File: src/rtl/flash_loader.sv
// Loads a length-prefixed little-endian word image from a byte stream into
// the instruction flash port, holding the core in reset until it is written.
//
// state   | meaning
// HDR0    | waiting for word count low byte
// HDR1    | waiting for word count high byte
// DATA    | collecting the 4 bytes of the next word
// WRITE   | one-cycle flash write strobe
// RELEASE | settle delay, core still in reset
// DONE    | image loaded, core released, stream ignored
module flash_loader #(
  parameter int               WIDTH       = 32,
  parameter logic [WIDTH-1:0] BASE_ADDR   = '0,
  parameter int               HOLD_CYCLES = 3
) (
  input  logic             clk,
  input  logic             rst,
  input  logic [7:0]       in_data,
  input  logic             in_valid,
  output logic             in_ready,
  output logic [WIDTH-1:0] flash_addr,
  output logic [WIDTH-1:0] flash_data,
  output logic             flash_en,
  output logic             core_rst,
  output logic             done,
  output logic [15:0]      loaded_words
);

  typedef enum logic [2:0] {
    HDR0    = 3'd0,
    HDR1    = 3'd1,
    DATA    = 3'd2,
    WRITE   = 3'd3,
    RELEASE = 3'd4,
    DONE    = 3'd5
  } state_t;

  localparam logic [15:0] HOLD_LOAD = 16'(HOLD_CYCLES - 1);

  state_t      state, state_nxt;
  logic [15:0] word_cnt;
  logic [1:0]  byte_idx;
  logic [23:0] shift;
  logic [15:0] hold_cnt;
  logic        accept;
  logic        last_word;

  assign accept    = in_valid && in_ready;
  assign last_word = (loaded_words + 16'd1) == word_cnt;

  always_ff @(posedge clk) begin
    if (rst) state <= HDR0;
    else     state <= state_nxt;
  end

  always_comb begin
    state_nxt = state;
    in_ready  = 1'b0;
    flash_en  = 1'b0;
    core_rst  = 1'b1;
    done      = 1'b0;
    case (state)
      HDR0: begin
        in_ready = !rst;
        if (accept) state_nxt = HDR1;
      end
      HDR1: begin
        in_ready = !rst;
        if (accept) state_nxt = ({in_data, word_cnt[7:0]} == 16'd0) ? RELEASE : DATA;
      end
      DATA: begin
        in_ready = !rst;
        if (accept && byte_idx == 2'd3) state_nxt = WRITE;
      end
      WRITE: begin
        flash_en  = !rst;
        state_nxt = last_word ? RELEASE : DATA;
      end
      RELEASE: begin
        if (hold_cnt == 16'd0) state_nxt = DONE;
      end
      DONE: begin
        core_rst = rst;
        done     = !rst;
      end
      default: state_nxt = HDR0;
    endcase
  end

  always_ff @(posedge clk) begin
    if (rst) begin
      word_cnt     <= '0;
      byte_idx     <= '0;
      shift        <= '0;
      hold_cnt     <= HOLD_LOAD;
      flash_addr   <= '0;
      flash_data   <= '0;
      loaded_words <= '0;
    end else begin
      case (state)
        HDR0: begin
          if (accept) word_cnt[7:0] <= in_data;
        end
        HDR1: begin
          if (accept) begin
            word_cnt[15:8] <= in_data;
            byte_idx       <= '0;
            hold_cnt       <= HOLD_LOAD;
          end
        end
        DATA: begin
          if (accept) begin
            byte_idx <= byte_idx + 2'd1;
            case (byte_idx)
              2'd0: shift[7:0]   <= in_data;
              2'd1: shift[15:8]  <= in_data;
              2'd2: shift[23:16] <= in_data;
              default: begin
                flash_data <= WIDTH'({in_data, shift});
                flash_addr <= BASE_ADDR + WIDTH'({loaded_words, 2'b00});
              end
            endcase
          end
        end
        WRITE: begin
          loaded_words <= loaded_words + 16'd1;
          byte_idx     <= '0;
          hold_cnt     <= HOLD_LOAD;
        end
        RELEASE: begin
          if (hold_cnt != 16'd0) hold_cnt <= hold_cnt - 16'd1;
        end
        default: ;
      endcase
    end
  end

endmodule

File: config.mk
export PLATFORM = sky130hd
export DESIGN_NAME = flash_loader
export DESIGN_NICKNAME = d
export VERILOG_FILES = /design/src/rtl/flash_loader.sv
export SDC_FILE = /design/constraint.sdc
export NUM_CORES = 1
export LEC_CHECK = 0
export ABC_AREA = 0
export CORE_UTILIZATION = 32
export DETAILED_ROUTE_END_ITERATION = 7
export PLACE_DENSITY = 0.54
export SLEW_MARGIN = 20
export SYNTH_ARGS = -nofsm -noshare
export SYNTH_HDL_FRONTEND = slang
export SYNTH_SLANG_ARGS = --single-unit
File: constraint.sdc
create_clock -name clk -period 2.1 [get_ports clk]
set_clock_uncertainty 0.15 [all_clocks]
set_input_delay 0.315 -clock clk [delete_from_list [all_inputs] [get_ports clk]]
set_output_delay 0.315 -clock clk [all_outputs]
set_load 0.005 [all_outputs]
After elaboration in Yosys (flattened, before gate mapping)
Cells that the tools add are included.
{"block": "word_totals", "regBits": 125, "latchBits": 0, "ram_bits": 0, "rom_bits": 0, "in_bits": 11, "out_inout_bits": 84, "elab_cells": 69, "mem_count": 0}
{"block": "classes", "add_sub_neg": 3, "mul": 0, "n_div": 0, "order_cmp": 0, "n_eq_ne": 15, "shift": 0, "n_mux": 17, "bitwise": 2, "n_reduce_logical": 21}
{"op": "$pmux W16 S3", "count": 1}
{"op": "$logic_not A16 Y1", "count": 2}
{"op": "$mux W16", "count": 2}
{"op": "$mux W3", "count": 6}
{"op": "$pmux W3 S6", "count": 1}
{"op": "$reduce_and A3 Y1", "count": 6}
{"op": "$add A16 B1 Y16 const B", "count": 1}
{"op": "$eq A16 B16 Y1", "count": 1}
{"op": "$reduce_bool A16 Y1", "count": 1}
{"op": "$sub A16 B1 Y16 const B", "count": 1}
{"op": "$ne A2 B2 Y1 const B", "count": 6}
{"op": "$eq A3 B2 Y1 const B", "count": 2}
{"op": "$eq A3 B3 Y1 const B", "count": 2}
{"op": "$pmux W2 S3", "count": 1}
{"op": "$reduce_bool A3 Y1", "count": 2}
{"op": "$reduce_or A3 Y1", "count": 2}
{"op": "$reduce_and A5 Y1", "count": 1}
{"op": "$eq A2 B2 Y1 const B", "count": 2}
{"op": "$mux W1", "count": 4}
{"op": "$mux W2", "count": 2}
{"op": "$reduce_and A2 Y1", "count": 2}
{"op": "$eq A3 B1 Y1 const B", "count": 1}
{"op": "$logic_not A3 Y1", "count": 1}
{"op": "$add A2 B1 Y2 const B", "count": 1}
{"op": "other kinds (5)", "count": 7}

Logic depth before layout (Yosys ltp)
Gate-level depths: netlist of the first run.
{"block": "logic_depth", "word_depth": 7, "ltp_mapped": 9, "mapped_depth_nobuf": 9}

Least setup slack after synthesis of the first run
OpenSTA, ideal clock, no wires.
{"block": "synth_timing", "path_kind": "register to register", "from": "reg loaded_words[1]", "to": "reg state[1]", "setup_ps": 127, "t_arrival_ps": 2030, "required_ps": 1823, "setup_slack_ps": -207, "stages_incl_launch_ff": 9, "path_buffers": 1, "synth_period_minus_slack_ps": 2307, "cell_sequence": "dfxtp_1 ha_1 clkbuf_1 nand2_1 xor2_1 a2111oi_0 nand3_1 nor4b_2 o31ai_1"}
{"block": "synth_via", "elab_chain_len": 4}
{"item": "from (decl)", "line": "26", "rtl": "output logic [15:0] loaded_words"}
{"item": "from (signal assigned)", "line": "126", "rtl": "loaded_words <= loaded_words + 16'd1;"}
{"item": "$add A16 B1 Y16", "line": "49", "rtl": "assign last_word = (loaded_words + 16'd1) == word_cnt;"}
{"item": "$eq A16 B16 Y1", "line": "49"}
{"item": "$mux W3", "line": "77", "rtl": "state_nxt = last_word ? RELEASE : DATA;"}
{"item": "$pmux W3 S6", "line": "62", "rtl": "case (state)"}
{"item": "to (signal assigned)", "line": "53", "rtl": "else state <= state_nxt;"}
{"item": "to (decl)", "line": "40", "rtl": "state_t state, state_nxt;"}
No other way between the ends.
A chain may end at the register's enable or synchronous reset.

Worst setup path in the final report of the first run
Ends and elaborated chain as after synthesis.

==> impl_results.rst, run 1 <==
.. list-table::
   :header-rows: 1

   * - Metric
     - Value
   * - Post-synthesis share of cell area spent on and, or, nand and nor gates
     - 26.5%
   * - Post-synth top area share
     - 44.4%
   * - Adder-cell area share of the yosys netlist
     - 1.73%
   * - Sum of routed wire length over all layers
     - 15,700 µm
   * - Global placement routability congestion
     - 0.863
   * - Post-synth top cells
     - 165 x nand2_1, 125 x dfxtp_1, 93 x a21oi_1
   * - Depth of the CTS H-tree
     - 4
   * - Placement Setup Slack
     - -433 ps
   * - Post-synthesis instance area
     - 5640 µm²
   * - Total global-route track usage
     - 17.6%
   * - Initial DRC Count
     - 392
   * - Endpoints failing hold
     - 0
   * - Most frequently used flop master after synthesis
     - dfxtp_1
   * - Setup-failing EPs final
     - 15
   * - Clock latency at the later pin of the worst-skew pair
     - 430 ps
   * - Synthesized-area fraction occupied by ao, oa, aoi and oai cells
     - 12.8%
   * - Total Nets Final
     - 882
   * - Final Critical Period
     - 2290 ps
   * - DP Area
     - 7270 µm²
   * - Violations in the final reports
     - setup timing
   * - Worst setup margin
     - -192 ps
   * - Worst-path clk slew
     - 60 ps
   * - Power per standard cell area
     - 711 nW/µm²
   * - Multiplexer area fraction after synthesis
     - 1.60%
   * - Area growth, synth to finish
     - 43.7%
   * - Combinational family with the most area after synthesis
     - simple AND/OR/NAND/NOR gates
   * - Maximum number of pins on one net before global-route repair
     - 58
   * - Data required time at the worst endpoint
     - 2260 ps
   * - Tcrit/Tclk final
     - 109%
   * - Final count of pins violating max slew
     - 0
   * - Clk Tree Root Cell
     - clkbuf_16
   * - Die height
     - 135 µm
   * - Worst hold-check path type
     - in2reg
   * - Number of filler cells placed in the layout
     - 1,691
   * - RSZ-0062 raised after global routing
     - yes
   * - Mapped Cells
     - 716
   * - Antenna Diode Count
     - 0
   * - P_leak
     - 2.92 nW
   * - Slowest stage cell, crit path
     - or4_1
   * - Max Clk Rate
     - 436 MHz
   * - Average wire per standard cell
     - 14.3 µm
   * - Detailed-route vias per instance
     - 4.88
   * - Class of the most critical setup path
     - reg2reg
   * - Number of I/O port buffers
     - 78
   * - Area enclosed by the die boundary
     - 18,200 µm²
   * - Post-synth cell types
     - 59
   * - Worst hold margin
     - 113 ps
   * - Data arrival, critical path
     - 2460 ps
   * - Standard-cell row count
     - 48
   * - Cell taking the most area after synthesis
     - dfxtp_1
   * - CTS tree
     - built
   * - Maximum net fanout on the critical path
     - 8
   * - Max Cap Violations
     - 0
   * - Core box area
     - 17,200 µm²
   * - Total grt overflow
     - 0
   * - First-pass GRT wire length
     - 25,000 µm
   * - Yosys Warn Count
     - 0
   * - Synthesis-stage register bit count
     - 125
   * - Initial antenna violation count
     - 0
   * - Endpoint type of the worst setup path
     - flip-flop
   * - Starting Density
     - 32.7%
   * - DR DRC count
     - 0
   * - Share of final-layout standard cells stronger than drive strength 1
     - 21.1%
   * - Number of vias after detailed routing
     - 5,380
   * - Outcome
     - finished, violations left
   * - Length of the first detailed-routing pass in iterations
     - 5
   * - Hold-fix buffers, CTS
     - 0
   * - Worst path most repeated cell
     - buf_4
   * - Library cell with the highest instance count after synthesis
     - nand2_1
   * - Xor-xnor portion of the synthesized cell area
     - 6.68%
   * - Top cells by area in the synthesized netlist
     - dfxtp_1 44%, nand2_1 11%, a21oi_1 8.3%
   * - Number of buffers inserted during clock tree synthesis
     - 17
   * - Critical-path cell list
     - buf_4, nand3_2, or2_1, or4_1, o21ai_1, o211ai_1, nor4b_2, buf_4, o31ai_1
   * - Number of buffers between clock root and the deepest sink
     - 2
   * - Finished layout cell area
     - 8110 µm²
   * - Post-route antenna net violation count
     - 0
   * - Post-Synthesis Mean Instance Area
     - 7.88 µm²
   * - Via count of the first global-routing pass
     - 5,048
   * - Sequential area share after synthesis
     - 44.4%
   * - Total I/O pin count
     - 95
   * - Num Clock Sinks
     - 125
   * - Tightest slew margin relative to the limit
     - 59.7%
   * - Half-perimeter wire length of the detailed placement result
     - 11,200 µm
   * - Asr flop ratio synth
     - 0%
   * - Largest stage delay, worst path
     - 400 ps
   * - Number of flops mapped to enable cells by yosys
     - 0
   * - Pin slew with the least headroom to its limit
     - 605 ps
   * - Kind of launch point of the worst setup path
     - flip-flop
   * - Peak supply drop
     - 0.000577 V
   * - X dimension of the die
     - 135 µm
-- cell type report --
| type | instances | area (µm²) | area share, % |
|---|---|---|---|
| Inverter | 9 | 33.8 | 0.417 |
| Sequential cell | 125 | 2520 | 31.1 |
| Timing Repair Buffer | 180 | 1620 | 20.0 |
| Clock buffer | 17 | 425 | 5.25 |
| Clock inverter | 15 | 188 | 2.31 |
| Multi-Input combinational cell | 531 | 3040 | 37.5 |
| Tap cell | 225 | 282 | 3.47 |
-- routing by layer --
metal / up-vias / share of wire (%) / GRT usage [%]
li1: 2686 / - / -
met1: 2545 / 45 / 22.4
met2: 130 / 48 / 29.1
met3: 19 / 4.6 / 3.60
met4: 0 / 2.1 / 7.30
met5: - / 0 / 0
-- logic make-up after synthesis --
logic type               count (synthesis)
other                                    1
XOR/XNOR                                43
buffers and inverters                   75
adder cells (fa/ha/maj)                  8
AO/OA/AOI/OAI                          127
multiplexers                             9
flip-flops                             125
AND/OR/NAND/NOR                        328
-- report_power, final --
part / leakage (nW) / switching [mW] / internal [mW]
registers: 1.01 / 0.0205 / 2.39
clock network: 0.296 / 1.16 / 1.88
logic: 1.61 / 0.181 / 0.135
-- repair_timing --
action	4_1_cts	5_1_grt
buffers inserted	3	1
resized for setup	34	15
setup endpoints to repair	20	21
hold endpoints to repair	0	0
pin swaps	17	22
-- worst paths after layout --
check | depth (start not counted) | slack, ps | to | start
worst min register to register | 2 | 300 | flash_data[19] | shift[19]
worst max register to register | 9 | -190 | state[1] | loaded_words[1]
worst max-delay path | 9 | -190 | state[1] | loaded_words[1]
worst min-delay path | 3 | 110 | flash_data[6] | rst
-- flip-flops by register name, summed over array words and instances (netlist names) --
name          count
flash_data       32
hold_cnt         16
flash_addr       16
byte_idx          2
shift            24
state             3
word_cnt         16
loaded_words     16
-- worst max-delay path: cells and delay by family (launching register included) --
kind | cells | cell delay [ps]
buffers and inverters | 2 | 330
AOI/OAI and AO/OA | 3 | 330
and+or+nand+nor | 4 | 1020
DFF | 1 | 360
-- layout by cell type, fill, tap and decap left out, types with 9 or more instances in the layout --
master / n
a21oi_1: 93
buf_4: 92
clkbuf_16: 17
clkdlybuf4s50_1: 75
conb_1: 16
dfxtp_1: 114
dfxtp_2: 9
mux2i_1: 9
nand2_1: 163
nand3_1: 39
nor2_1: 51
nor4_1: 9
o21ai_0: 9
xnor2_1: 19
xor2_1: 20
-- per-stage QoR --
| stage | utilization [%] | instances | setup TNS [ps] | total power [mW] |
|---|---|---|---|---|
| 2_1_floorplan | - | 731 | -159 | 2.64 |
| 3_3_place_gp | 42.2 | 1067 | -2740 | 2.75 |
| 3_5_place_dp | 42.2 | 1067 | -3500 | 2.76 |
| 4_1_cts | 46.6 | 1101 | -1230 | 5.80 |
| 5_1_grt | 47.0 | 1102 | -3560 | 5.97 |
| 6_report | 47.0 | 1102 | -2050 | 5.77 |
No activity file was read; power rests on OpenSTA's default activity.
==> run 2: changes to the inputs <==
--- a/config.mk
+++ b/config.mk
@@ -6,9 +6,9 @@
 export NUM_CORES = 1
 export LEC_CHECK = 0
 export ABC_AREA = 0
-export CORE_UTILIZATION = 32
+export CORE_UTILIZATION = 48
 export DETAILED_ROUTE_END_ITERATION = 7
-export PLACE_DENSITY = 0.54
+export PLACE_DENSITY = 0.75
 export SLEW_MARGIN = 20
 export SYNTH_ARGS = -nofsm -noshare
 export SYNTH_HDL_FRONTEND = slang
==> run 2 against run 1 <==
  * The run still ends with setup timing left
  * Sequential cell count is the same
  * Final cell count is 7.6% lower
  * Register-to-register slack got worse by 20 ps
  * Worst setup slack lost 16 ps
  * Critical endpoint is now hold_cnt[10]
  * Largest cell class unchanged
==> impl_results.rst, run 2 (synthesized netlist as in run 1, its figures left out) <==
.. list-table::
   :header-rows: 1

   * - Metric
     - Value
   * - Final count of pins violating max slew
     - 0 (unchanged)
   * - Maximum number of pins on one net before global-route repair
     - 66 (was 58)
   * - Pin slew with the least headroom to its limit
     - 657 ps (was 605 ps)
   * - Core box area
     - 11,400 µm² (was 17,200 µm²)
   * - Max Cap Violations
     - 0 (unchanged)
   * - Depth of the CTS H-tree
     - 4 (unchanged)
   * - Setup-failing EPs final
     - 17 (was 15)
   * - Endpoint type of the worst setup path
     - flip-flop (unchanged)
   * - Total global-route track usage
     - 24.9% (was 17.6%)
   * - Outcome
     - finished, violations left (unchanged)
   * - Half-perimeter wire length of the detailed placement result
     - 9950 µm (was 11,200 µm)
   * - Detailed-route vias per instance
     - 5.43 (was 4.88)
   * - Placement Setup Slack
     - -412 ps (was -433 ps)
   * - Data required time at the worst endpoint
     - 2250 ps (was 2260 ps)
   * - Post-route antenna net violation count
     - 0 (unchanged)
   * - Register ranked first by flip-flop count
     - flash_data (unchanged)
   * - Antenna Diode Count
     - 0 (unchanged)
   * - Initial DRC Count
     - 326 (was 392)
   * - Die height
     - 110 µm (was 135 µm)
   * - Num Clock Sinks
     - 125 (unchanged)
   * - Worst hold-check path type
     - in2reg (unchanged)
   * - Power per standard cell area
     - 679 nW/µm² (was 711 nW/µm²)
   * - Clk Tree Root Cell
     - clkbuf_16 (unchanged)
   * - Via count of the first global-routing pass
     - 5,226 (was 5,048)
   * - Total Nets Final
     - 882 (unchanged)
   * - Final Critical Period
     - 2310 ps (was 2290 ps)
   * - Global placement routability congestion
     - 0.950 (was 0.863)
   * - Sum of routed wire length over all layers
     - 15,100 µm (was 15,700 µm)
   * - Hold-fix buffers, CTS
     - 0 (unchanged)
   * - Total I/O pin count
     - 95 (unchanged)
   * - Peak supply drop
     - 0.000489 V (was 0.000577 V)
   * - Data arrival, critical path
     - 2460 ps (about the same)
   * - Standard-cell row count
     - 39 (was 48)
   * - RSZ-0062 raised after global routing
     - yes (unchanged)
   * - Registers with the most flip-flops
     - flash_data (32), shift (24) (unchanged)
   * - Worst setup margin
     - -209 ps (was -192 ps)
   * - Initial antenna violation count
     - 0 (unchanged)
   * - Total grt overflow
     - 0 (unchanged)
   * - Number of buffers inserted during clock tree synthesis
     - 17 (unchanged)
   * - DP Area
     - 7110 µm² (was 7270 µm²)
   * - Most common library cell in the layout ignoring fill and taps
     - nand2_1 (unchanged)
   * - X dimension of the die
     - 110 µm (was 135 µm)
   * - Share of final-layout standard cells stronger than drive strength 1
     - 22.1% (was 21.1%)
   * - Number of flip-flops under the largest register name
     - 32 (unchanged)
   * - Number of I/O port buffers
     - 78 (unchanged)
   * - First-pass GRT wire length
     - 24,700 µm (was 25,000 µm)
   * - Endpoints failing hold
     - 0 (unchanged)
   * - Class of the most critical setup path
     - reg2reg (unchanged)
   * - Kind of launch point of the worst setup path
     - flip-flop (unchanged)
   * - Length of the first detailed-routing pass in iterations
     - 5 (unchanged)
   * - Maximum net fanout on the critical path
     - 3 (was 8)
   * - Violations in the final reports
     - setup timing (unchanged)
   * - Worst-path clk slew
     - 60 ps (about the same)
   * - Starting Density
     - 49.4% (was 32.7%)
   * - DR DRC count
     - 0 (unchanged)
   * - Clock latency at the later pin of the worst-skew pair
     - 410 ps (was 430 ps)
   * - Tcrit/Tclk final
     - 110% (was 109%)
   * - Number of vias after detailed routing
     - 5,529 (was 5,380)
   * - Finished layout cell area
     - 7990 µm² (was 8110 µm²)
   * - Number of buffers between clock root and the deepest sink
     - 2 (unchanged)
   * - Tightest slew margin relative to the limit
     - 56.2% (was 59.7%)
   * - Top library cells by usage in the layout, fill and taps aside
     - 161 x nand2_1, 112 x dfxtp_1, 93 x a21oi_1 (was 163 x nand2_1, 114 x dfxtp_1, 93 x a21oi_1)
   * - Area growth, synth to finish
     - 41.6% (was 43.7%)
   * - Average wire per standard cell
     - 14.8 µm (was 14.3 µm)
   * - CTS tree
     - built (unchanged)
   * - P_leak
     - 2.93 nW (was 2.92 nW)
   * - Worst hold margin
     - 153 ps (was 113 ps)
   * - Max Clk Rate
     - 433 MHz (was 436 MHz)
   * - Total power after layout
     - 5.42 mW (was 5.77 mW)
   * - Area enclosed by the die boundary
     - 12,200 µm² (was 18,200 µm²)
   * - End-of-flow core utilization
     - 70.0% (was 47.0%)
-- run 2: cell types whose count changed in the layout (fill, tap and decap cells not counted), moves of 2 or more --
cell,previous run,this run
bufinv_16,3,1
clkbuf_8,0,2
clkdlybuf4s50_1,75,72
clkinv_2,2,5
clkinv_4,5,1
dfxtp_1,114,112
dfxtp_4,2,5
dlymetal6s2s_1,0,2
nand2_1,163,161
nand2_2,2,4
nor2_2,2,4
nor4_2,3,1
-- run 2: per-stage QoR --
stage / instances / setup TNS [ps]
after floorplan: 731 / -159
after global placement: 978 / -3110
after global routing: 1018 / -3440
after CTS: 1012 / -993
after detailed placement: 978 / -4820
final: 1018 / -2040
-- run 2: final cells by class --
| cell class | count | area, µm² |
|---|---|---|
| inverters | 9 | 33.8 |
| clock inverters | 11 | 95.1 |
| fillers | 876 | 3430 |
| multi-input cells | 531 | 3080 |
| repair buffers | 180 | 1620 |
| flip-flops and latches | 125 | 2530 |
| clock buffers | 19 | 453 |
| well taps | 143 | 179 |
-- run 2: timing repair --
item,in CTS,in global routing
endpoints found under the hold margin,0,0
setup buffers,5,9
gates resized for setup,36,33
pin swaps,22,33
endpoints found under the setup margin,21,22
-- run 2: path summary, 6_finish.rpt --
check	start	to	slack [ps]	cells after the start
setup / recovery	hold_cnt[9]	hold_cnt[10]	-210	9
hold / removal	rst	state[1]	150	4
setup reg to reg	hold_cnt[9]	hold_cnt[10]	-210	9
hold reg to reg	flash_data[20]	flash_data[20]	300	2
-- run 2: layer usage --
metal  vias up  wire length, µm  GRT usage, %
met5         -                0             0
met3        35              937          6.59
met1      2608             6420          30.6
met2       206             7350          41.1
li1       2680                -             -
met4         0              392          10.3
-- run 2: where the power goes --
group | switching [mW] | internal, mW
combinational | 0.185 | 0.134
clock | 1.03 | 1.67
sequential | 0.0227 | 2.39
total | 1.23 | 4.19
-- run 2: worst max-delay path: stages (launching register included) --
cell and delay, ps:
dfxtp_2 320, or4_4 530, nand4b_1 270, a31oi_4 290, nand3b_1 170, buf_4 130, buf_6 110, nor2_2 40
xnor2_1 130, nor2_1 60
